$ cat src/rtl/x2050lsrd_if.sv
// LS address-path and byte-stream bundle for the 2050 local-storage dump engine.
// The master side is the dump engine; the slave side is the LS mux plus stream sink.
interface x2050lsrd_if #(
    parameter int LSA_W = 6
);
    logic             o_lsa_req;
    logic [LSA_W-1:0] o_lsa;
    logic             i_lsa_gnt;
    logic             i_ros_advance;
    logic [31:0]      i_ls;
    logic [7:0]       o_data;
    logic             o_valid;
    logic             i_ready;

    modport master (
        output o_lsa_req,
        output o_lsa,
        input  i_lsa_gnt,
        input  i_ros_advance,
        input  i_ls,
        output o_data,
        output o_valid,
        input  i_ready
    );

    modport slave (
        input  o_lsa_req,
        input  o_lsa,
        output i_lsa_gnt,
        output i_ros_advance,
        output i_ls,
        input  o_data,
        input  o_valid,
        output i_ready
    );
endinterface

$ cat src/rtl/x2050lsrd.sv
// 2050 local-storage read-out engine: walks LS words first..last (mod 64)
// and emits each word as four bytes on a valid/ready stream.
module x2050lsrd #(
    parameter int LSA_W     = 6,
    parameter bit MSB_FIRST = 1'b1
) (
    input  logic             i_clk,
    input  logic             i_reset,
    input  logic             i_start,
    input  logic             i_abort,
    input  logic [LSA_W-1:0] i_first,
    input  logic [LSA_W-1:0] i_last,
    x2050lsrd_if.master      bus,
    output logic             o_busy,
    output logic             o_done
);

    typedef enum logic [1:0] {
        IDLE,
        REQ,
        SEND
    } state_t;

    state_t           state;
    state_t           state_n;
    logic [LSA_W-1:0] addr;
    logic [LSA_W-1:0] last;
    logic [31:0]      shift;
    logic [1:0]       cnt;
    logic             done_q;

    logic rd_ok;
    logic xfer;
    logic word_end;
    logic [7:0] cur_byte;

    // The LS path is only ours when granted and microcode is not stepping.
    assign rd_ok    = bus.i_lsa_gnt & ~bus.i_ros_advance;
    assign xfer     = bus.o_valid & bus.i_ready;
    assign word_end = xfer & (cnt == 2'd3);
    assign cur_byte = MSB_FIRST ? shift[31:24] : shift[7:0];

    always_ff @(posedge i_clk or negedge i_reset) begin
        if (!i_reset) begin
            state <= IDLE;
        end else begin
            state <= state_n;
        end
    end

    always_comb begin
        state_n = state;
        unique case (state)
            IDLE: begin
                if (i_start && !i_abort) state_n = REQ;
            end
            REQ: begin
                if (i_abort)    state_n = IDLE;
                else if (rd_ok) state_n = SEND;
            end
            SEND: begin
                if (i_abort)       state_n = IDLE;
                else if (word_end) state_n = (addr == last) ? IDLE : REQ;
            end
            default: state_n = IDLE;
        endcase
    end

    always_comb begin
        bus.o_lsa_req = (state == REQ);
        bus.o_lsa     = '0;
        bus.o_valid   = (state == SEND);
        bus.o_data    = '0;
        o_busy        = (state != IDLE);
        o_done        = done_q;
        if (state == REQ)  bus.o_lsa  = addr;
        if (state == SEND) bus.o_data = cur_byte;
    end

    always_ff @(posedge i_clk or negedge i_reset) begin
        if (!i_reset) begin
            addr   <= '0;
            last   <= '0;
            shift  <= '0;
            cnt    <= '0;
            done_q <= 1'b0;
        end else begin
            done_q <= 1'b0;
            unique case (state)
                IDLE: begin
                    if (i_start && !i_abort) begin
                        addr <= i_first;
                        last <= i_last;
                    end
                end
                REQ: begin
                    if (!i_abort && rd_ok) begin
                        shift <= bus.i_ls;
                        cnt   <= '0;
                    end
                end
                SEND: begin
                    if (!i_abort && xfer) begin
                        shift <= MSB_FIRST ? (shift << 8) : (shift >> 8);
                        cnt   <= cnt + 2'd1;
                        if (cnt == 2'd3) begin
                            if (addr == last) done_q <= 1'b1;
                            else              addr   <= addr + 1'b1;
                        end
                    end
                end
                default: ;
            endcase
        end
    end

endmodule

$ cat src/flat_wrapper.sv
// flat-port wrapper written by rule: the top's interface ports become plain ports
module x2050lsrd_flat 
#(
    parameter int LSA_W     = 6,
    parameter bit MSB_FIRST = 1'b1
)
  (i_clk, i_reset, i_start, i_abort, i_first, i_last, o_busy, o_done, bus_o_lsa_req, bus_o_lsa, bus_i_lsa_gnt, bus_i_ros_advance, bus_i_ls, bus_o_data, bus_o_valid, bus_i_ready);
  x2050lsrd_if #(.LSA_W(LSA_W)) bus_i ();
  input  logic i_clk;
  input  logic i_reset;
  input  logic i_start;
  input  logic i_abort;
  input  logic [LSA_W-1:0] i_first;
  input  logic [LSA_W-1:0] i_last;
  output logic o_busy;
  output logic o_done;
  output wire logic [$bits(bus_i.o_lsa_req)-1:0] bus_o_lsa_req;
  output wire logic [$bits(bus_i.o_lsa)-1:0] bus_o_lsa;
  input wire logic [$bits(bus_i.i_lsa_gnt)-1:0] bus_i_lsa_gnt;
  input wire logic [$bits(bus_i.i_ros_advance)-1:0] bus_i_ros_advance;
  input wire logic [$bits(bus_i.i_ls)-1:0] bus_i_ls;
  output wire logic [$bits(bus_i.o_data)-1:0] bus_o_data;
  output wire logic [$bits(bus_i.o_valid)-1:0] bus_o_valid;
  input wire logic [$bits(bus_i.i_ready)-1:0] bus_i_ready;
  assign bus_o_lsa_req = bus_i.o_lsa_req;
  assign bus_o_lsa = bus_i.o_lsa;
  assign bus_i.i_lsa_gnt = bus_i_lsa_gnt;
  assign bus_i.i_ros_advance = bus_i_ros_advance;
  assign bus_i.i_ls = bus_i_ls;
  assign bus_o_data = bus_i.o_data;
  assign bus_o_valid = bus_i.o_valid;
  assign bus_i.i_ready = bus_i_ready;
  x2050lsrd #(.LSA_W(LSA_W), .MSB_FIRST(MSB_FIRST)) u_core (.i_clk(i_clk), .i_reset(i_reset), .i_start(i_start), .i_abort(i_abort), .i_first(i_first), .i_last(i_last), .bus(bus_i), .o_busy(o_busy), .o_done(o_done));
endmodule
$ cat config.mk
export PLATFORM = sky130hd
export DESIGN_NAME = x2050lsrd_flat
export DESIGN_NICKNAME = d
export VERILOG_FILES = /design/src/rtl/x2050lsrd_if.sv /design/src/rtl/x2050lsrd.sv /design/src/flat_wrapper.sv
export SDC_FILE = /design/constraint.sdc
export NUM_CORES = 1
export LEC_CHECK = 0
export ABC_AREA = 1
export CORE_UTILIZATION = 44
export CTS_BUF_LIST = sky130_fd_sc_hd__clkbuf_8
export DETAILED_ROUTE_END_ITERATION = 8
export PLACE_DENSITY = 0.85
export SLEW_MARGIN = 20
export SYNTH_ARGS = -nofsm -noshare
export SYNTH_HDL_FRONTEND = slang
export SYNTH_SLANG_ARGS = --single-unit
export TNS_END_PERCENT = 5
$ cat constraint.sdc
create_clock -name i_clk -period 2.6 [get_ports i_clk]
set_clock_uncertainty 0.15 [all_clocks]
set_input_delay 0.52 -clock i_clk [delete_from_list [all_inputs] [get_ports i_clk]]
set_output_delay 0.52 -clock i_clk [all_outputs]
set_load 0.02 [all_outputs]
==> results of run 1 <==
## path summary, 6_finish.rpt
check / end / cells past startpoint / start / slack, ps
min reg2reg: u_core.cnt[1] / 2 / u_core.cnt[1] / 370
max: bus_o_data[5] / 4 / u_core.state[0] / 140
min: u_core.last[4] / 2 / i_reset / 160
max reg2reg: u_core.shift[12] / 6 / u_core.state[0] / 710
max in group asynchronous: u_core.shift[0] / 2 / i_reset / 1720
min in group i_clk: u_core.cnt[1] / 2 / u_core.cnt[1] / 370
## worst max-delay path: stages (launching register included)
cell and delay [ps]:
sky130_fd_sc_hd__dfrtp_1 470, sky130_fd_sc_hd__nor2_4 150, sky130_fd_sc_hd__inv_2 130, sky130_fd_sc_hd__nor2_1 130, sky130_fd_sc_hd__clkdlybuf4s50_1 610
## report_power, final
part | internal [mW] | leakage (nW) | switching (mW)
combinational | 0.554 | 0.961 | 0.799
sequential | 1.11 | 0.599 | 0.168
clock | 0.186 | 0.0439 | 0.254
## registers in the layout (all words and copies together) (netlist names)
register,count
u_core.state,2
u_core.addr,6
u_core.shift,32
u_core.last,6
u_core.o_done,1
u_core.cnt,2
## per-stage QoR
step	hold slack (ps)	std cells	worst slack [ps]	power [mW]
detailed placement	354.0	458	253.0	2.641
floorplan	74.41	320	710.0	2.213
global placement	349.0	458	352.8	2.580
CTS	177.4	466	116.6	3.088
finish	159.2	466	138.5	3.066
global route	210.4	466	45.65	3.324
## cells in the final DEF (no fill, tap or decap), drive strengths merged, types with 2 or more instances in the layout
master,netlist,routed
nand3,25,25
clkdlybuf4s50,0,67
clkinv,0,2
o211ai,24,24
ha,2,2
a21oi,8,8
inv,51,51
dfrtp,49,49
nand2,77,77
o21ai,39,39
nor2,30,30
buf,9,9
clkbuf,4,5
## logic make-up after synthesis
logic type / share of synthesized area
xor+xnor: 0.003228
flops: 0.4518
compound gates: 0.2112
simple gates: 0.2158
fa+ha+maj: 0.009219
buf+inv: 0.1088
## layout make-up
| type | count | area, sq um |
|---|---|---|
| Fill cell | 494 | 2370 |
| Timing Repair Buffer | 76 | 760.7 |
| Sequential cell | 49 | 1226 |
| Clock inverter | 3 | 17.52 |
| Inverter | 51 | 191.4 |
| Clock buffer | 5 | 68.82 |
| Multi-Input combinational cell | 207 | 1192 |
| Tap cell | 75 | 93.84 |
## metal layers
layer  GRT usage  share of wire  up-vias
met4     0.05357          0.013        0
met3     0.03750          0.059        8
met1      0.2682           0.43     1072
li1            -              -     1165
met5           0              0        -
met2      0.3314           0.50       76
==> impl_metrics.env, run 1 <==
export IMPL_route_final_wire_length_mm=5.997
export IMPL_finish_utilization=0.5997
export IMPL_ctsResizeCount=0
export IMPL_post_synthesis_area_per_instance_sq_um=8.481
export IMPL_vias=2321
export IMPL_grt_setup_unrepaired="false"
export IMPL_drtIter0Drc=183
export IMPL_worst_setup_path_end_kind="output port"
export IMPL_fp_dieW_um=80.54
export IMPL_outcome="completed"
export IMPL_die_area_sq_mm=0.006486
export IMPL_final_cycle_share=0.9467
export IMPL_number_of_sinks_on_the_clock_net=49
export IMPL_holdCritPathClass="primary input to asynchronous set/reset pin"
export IMPL_final_hold_violation_count=0
export IMPL_synth_top_cells_by_count="sky130_fd_sc_hd__nand2_1 (73), sky130_fd_sc_hd__dfrtp_1 (49), sky130_fd_sc_hd__inv_1 (49)"
export IMPL_grt_usage=0.2007
export IMPL_setup_worst_path_start_class="register"
export IMPL_n_antenna_cell=0
export IMPL_worstPathRequired_ps=1930
export IMPL_synthArstFlopShare=1.000
export IMPL_ys_seq_area_frac=0.4518
export IMPL_place_congestion=0.8288
export IMPL_layout_nets=443
export IMPL_synth_top_area_share=0.4518
export IMPL_synth_top_cell_by_area="sky130_fd_sc_hd__dfrtp_1"
export IMPL_max_slew_margin=0.5849
export IMPL_grt_first_pass_wirelength_mm=9.922
export IMPL_final_max_slew_viol_count=0
export IMPL_postSynthRegisterBits=49
export IMPL_critical_path_max_fanout=17
export IMPL_initial_utilization=0.4584
export IMPL_overflow=0
export IMPL_achievable_frequency_mhz=406.2
export IMPL_synth_distinct_cells=25
export IMPL_clkLatencyLatePin_ps=300
export IMPL_worstMarginPinSlew_ps=622.6
export IMPL_final_layout_size_suffix_gt1_frac=0.1611
export IMPL_p_leak_nw=1.603
export IMPL_setup_viol_count_final=0
export IMPL_totalNegativeSetupSlack_ps=0
export IMPL_tritoncts="done"
export IMPL_syn2layout_area_growth_pct=30.84
export IMPL_power_density_mw_per_mm2=863.5
export IMPL_ioPinCount=69
export IMPL_grt_max_degree=50
export IMPL_max_cap_violations=0
export IMPL_setup_worst_path_class="register to output port"
export IMPL_first_pass_iters=4
export IMPL_post_dp_area_sq_mm=0.003465
export IMPL_antenna_left=0
export IMPL_mappedNetlistArea_sq_mm=0.002714
export IMPL_cts_hold_buf=0
export IMPL_total_setup_buffers_inserted_after_cts=0
export IMPL_synthesis_instances=320
export IMPL_initial_antenna_violation_count=0
export IMPL_vdd_ir_drop_worst_uv=378.9
export IMPL_port_buffers=68
export IMPL_finalWorstPathRequiredPeriod_ps=2462
export IMPL_synth_enable_flop_cells=0
export IMPL_drt_drc_violations_left=0
export IMPL_synthFlopType="sky130_fd_sc_hd__dfrtp_1"
export IMPL_ys_warnings_count=0
export IMPL_postLayoutCellArea_sq_mm=0.003551
export IMPL_avgViaCountPerCell=4.981
export IMPL_tritoncts_buffers=5
export IMPL_synth_area_top_cells="sky130_fd_sc_hd__dfrtp_1 (45%), sky130_fd_sc_hd__nand2_1 (10%), sky130_fd_sc_hd__o211ai_2 (8.3%), sky130_fd_sc_hd__inv_1 (6.8%), sky130_fd_sc_hd__o21ai_2 (5.8%)"
export IMPL_row_count=28
export IMPL_fp_coreArea_sq_mm=0.005921
export IMPL_clockBufferDepth=2
export IMPL_detailed_place_hpwl_mm=4.421
export IMPL_wl_per_cell_um=12.87
export IMPL_die_height_um=80.54
export IMPL_worst_ep_arrival_time_ps=1790
export IMPL_synth_nets=373
export IMPL_clk_tree_root_cell="sky130_fd_sc_hd__clkbuf_8"
export IMPL_first_global_vias=2155
export IMPL_path_clk_slew_ps=90
export IMPL_leading_cell_type_by_number_of_instances_after_synthesis="sky130_fd_sc_hd__nand2_1"
export IMPL_cts_h_tree_lvls=2
No activity file was read; power rests on OpenSTA's default activity.
==> run 2, diff against run 1 <==
Clock period 2.6 ns to 2.55 ns, I/O delays scaled along.
==> run 2 against run 1 <==
  * Total power is 3.2% higher
  * Via count is 1.6% lower
  * Core utilization is 0.17 points lower
  * Critical endpoint is now bus_o_data[6]
  * Largest cell class unchanged
==> impl_metrics.env, run 2 (synthesized netlist as in run 1, its figures left out) <==
export IMPL_tritoncts="done"
export IMPL_cp_slowest_stage_delay_ps=610
export IMPL_setup_worst_path_start_class="register"
export IMPL_cp_top_family="buffers and inverters"
export IMPL_ctsResizeCount=0
export IMPL_grt_max_degree=57
export IMPL_clkLatencyLatePin_ps=300
export IMPL_biggestRegsByFlops="u_core.shift: 32 flops, u_core.addr: 6 flops, u_core.last: 6 flops"
export IMPL_power_density_mw_per_mm2=893.5
export IMPL_multi_input_comb_area_sq_mm=0.001192
export IMPL_max_cap_violations=0
export IMPL_row_count=28
export IMPL_cts_h_tree_lvls=2
export IMPL_fillerInstances=512
export IMPL_ioPinCount=69
export IMPL_total_setup_buffers_inserted_after_cts=0
export IMPL_grt_first_pass_wirelength_mm=9.722
export IMPL_clockBufferDepth=2
export IMPL_initial_utilization=0.4584
export IMPL_outcome="completed"
export IMPL_tritoncts_buffers=5
export IMPL_overflow=0
export IMPL_timing_critical_path_cells="nor2_4 > inv_2 > nor2_1 > clkdlybuf4s50_1"
export IMPL_port_buffers=68
export IMPL_layout_common_cells="sky130_fd_sc_hd__nand2_1 (73), sky130_fd_sc_hd__clkdlybuf4s50_1 (66), sky130_fd_sc_hd__inv_1 (49), sky130_fd_sc_hd__dfrtp_1 (49), sky130_fd_sc_hd__nor2_1 (26)"
export IMPL_worst_setup_path_end_kind="output port"
export IMPL_vias=2284
export IMPL_final_cycle_share=0.9534
export IMPL_worstPathRequired_ps=1890
export IMPL_detailed_place_hpwl_mm=4.484
export IMPL_r2r_cells=6
export IMPL_first_global_vias=2171
export IMPL_number_of_sinks_on_the_clock_net=49
export IMPL_setup_worst_path_start="u_core.state[0]"
export IMPL_registers_top_by_ff_count="u_core.shift"
export IMPL_clk_tree_root_cell="sky130_fd_sc_hd__clkbuf_8"
export IMPL_final_max_slew_viol_count=0
export IMPL_worstMarginPinSlew_ps=658.2
export IMPL_drt_drc_violations_left=0
export IMPL_first_pass_iters=4
export IMPL_worst_path_buf_inv=2
export IMPL_place_congestion=0.8720
export IMPL_final_layout_size_suffix_gt1_frac=0.1568
export IMPL_layout_commonest_cell="sky130_fd_sc_hd__nand2_1"
export IMPL_worstSetupPathDepth=4
export IMPL_holdCritPathClass="primary input to asynchronous set/reset pin"
export IMPL_vdd_ir_drop_worst_uv=374.5
export IMPL_cts_hold_buf=0
export IMPL_max_slew_margin=0.5612
export IMPL_avgViaCountPerCell=4.922
export IMPL_layout_area_seq_sq_mm=0.001226
export IMPL_fp_coreArea_sq_mm=0.005921
export IMPL_wl_per_cell_um=12.92
export IMPL_critical_path_max_fanout=17
export IMPL_n_antenna_cell=0
export IMPL_r2r_start="u_core.state[0]"
export IMPL_timing_critical_path_slowest_stage_cell="sky130_fd_sc_hd__clkdlybuf4s50_1"
export IMPL_die_area_sq_mm=0.006486
export IMPL_achievable_frequency_mhz=411.3
export IMPL_finalWorstPathRequiredPeriod_ps=2431
export IMPL_grt_usage=0.1980
export IMPL_setup_viol_count_final=0
export IMPL_route_final_wire_length_mm=5.996
export IMPL_initial_antenna_violation_count=0
export IMPL_antenna_left=0
export IMPL_largest_register_ffs=32
export IMPL_reg2reg_setup_slack_ps=710
export IMPL_setup_worst_path_class="register to output port"
export IMPL_fp_dieW_um=80.54
export IMPL_layout_nets=441
export IMPL_grt_setup_unrepaired="false"
export IMPL_final_hold_violation_count=0
export IMPL_totalNegativeSetupSlack_ps=0
export IMPL_path_clk_slew_ps=90
export IMPL_worstReg2RegEnd="u_core.shift[19]"
export IMPL_worst_ep_arrival_time_ps=1770
export IMPL_syn2layout_area_growth_pct=30.48
export IMPL_p_leak_nw=1.619
export IMPL_die_height_um=80.54
export IMPL_drtIter0Drc=118
export IMPL_finish_utilization=0.5981
[run 2: worst max-delay path by stage]
stage | slack, ps | endpoint
floorplan | 670 | bus_o_data[0]
global placement | 290 | u_core.shift[11]
detailed placement | 180 | u_core.shift[11]
CTS | 100 | bus_o_data[6]
global route | 30 | bus_o_data[0]
finish | 120 | bus_o_data[6]
[run 2: through the flow]
step                hold slack, ps  setup WS (ps)  instance area, sq um  instances  total power, mW
global placement             345.8          285.0                  3437        456            2.619
detailed placement           358.1          181.3                  3437        456            2.690
CTS                          110.1          95.79                  3538        464            3.195
finish                       80.63          118.7                  3541        464            3.164
global route                 135.4          26.77                  3541        464            3.415
floorplan                    64.41          670.0                  2714        320            2.257
[run 2: cell type report]
cell class	count	area share
Multi-Input combinational cell	207	0.3367
Inverter	51	0.05406
Tap cell	75	0.02650
Sequential cell	49	0.3463
Clock inverter	1	0.001413
Timing Repair Buffer	74	0.2078
Clock buffer	7	0.02721
[run 2: power breakdown]
group	internal [mW]	total (mW)	switching (mW)	leakage (nW)
Combinational	0.557	1.36	0.807	0.966
Clock	0.246	0.497	0.251	0.0542
Sequential	1.13	1.30	0.176	0.599
[run 2: layer usage]
| layer | up-vias | wire length, um | global-route usage |
|---|---|---|---|
| li1 | 1162 | - | - |
| met1 | 1056 | 2554 | 0.2435 |
| met2 | 57 | 3069 | 0.3466 |
| met3 | 9 | 299 | 0.03977 |
| met4 | 0 | 72 | 0.05893 |
| met5 | - | 0 | 0 |
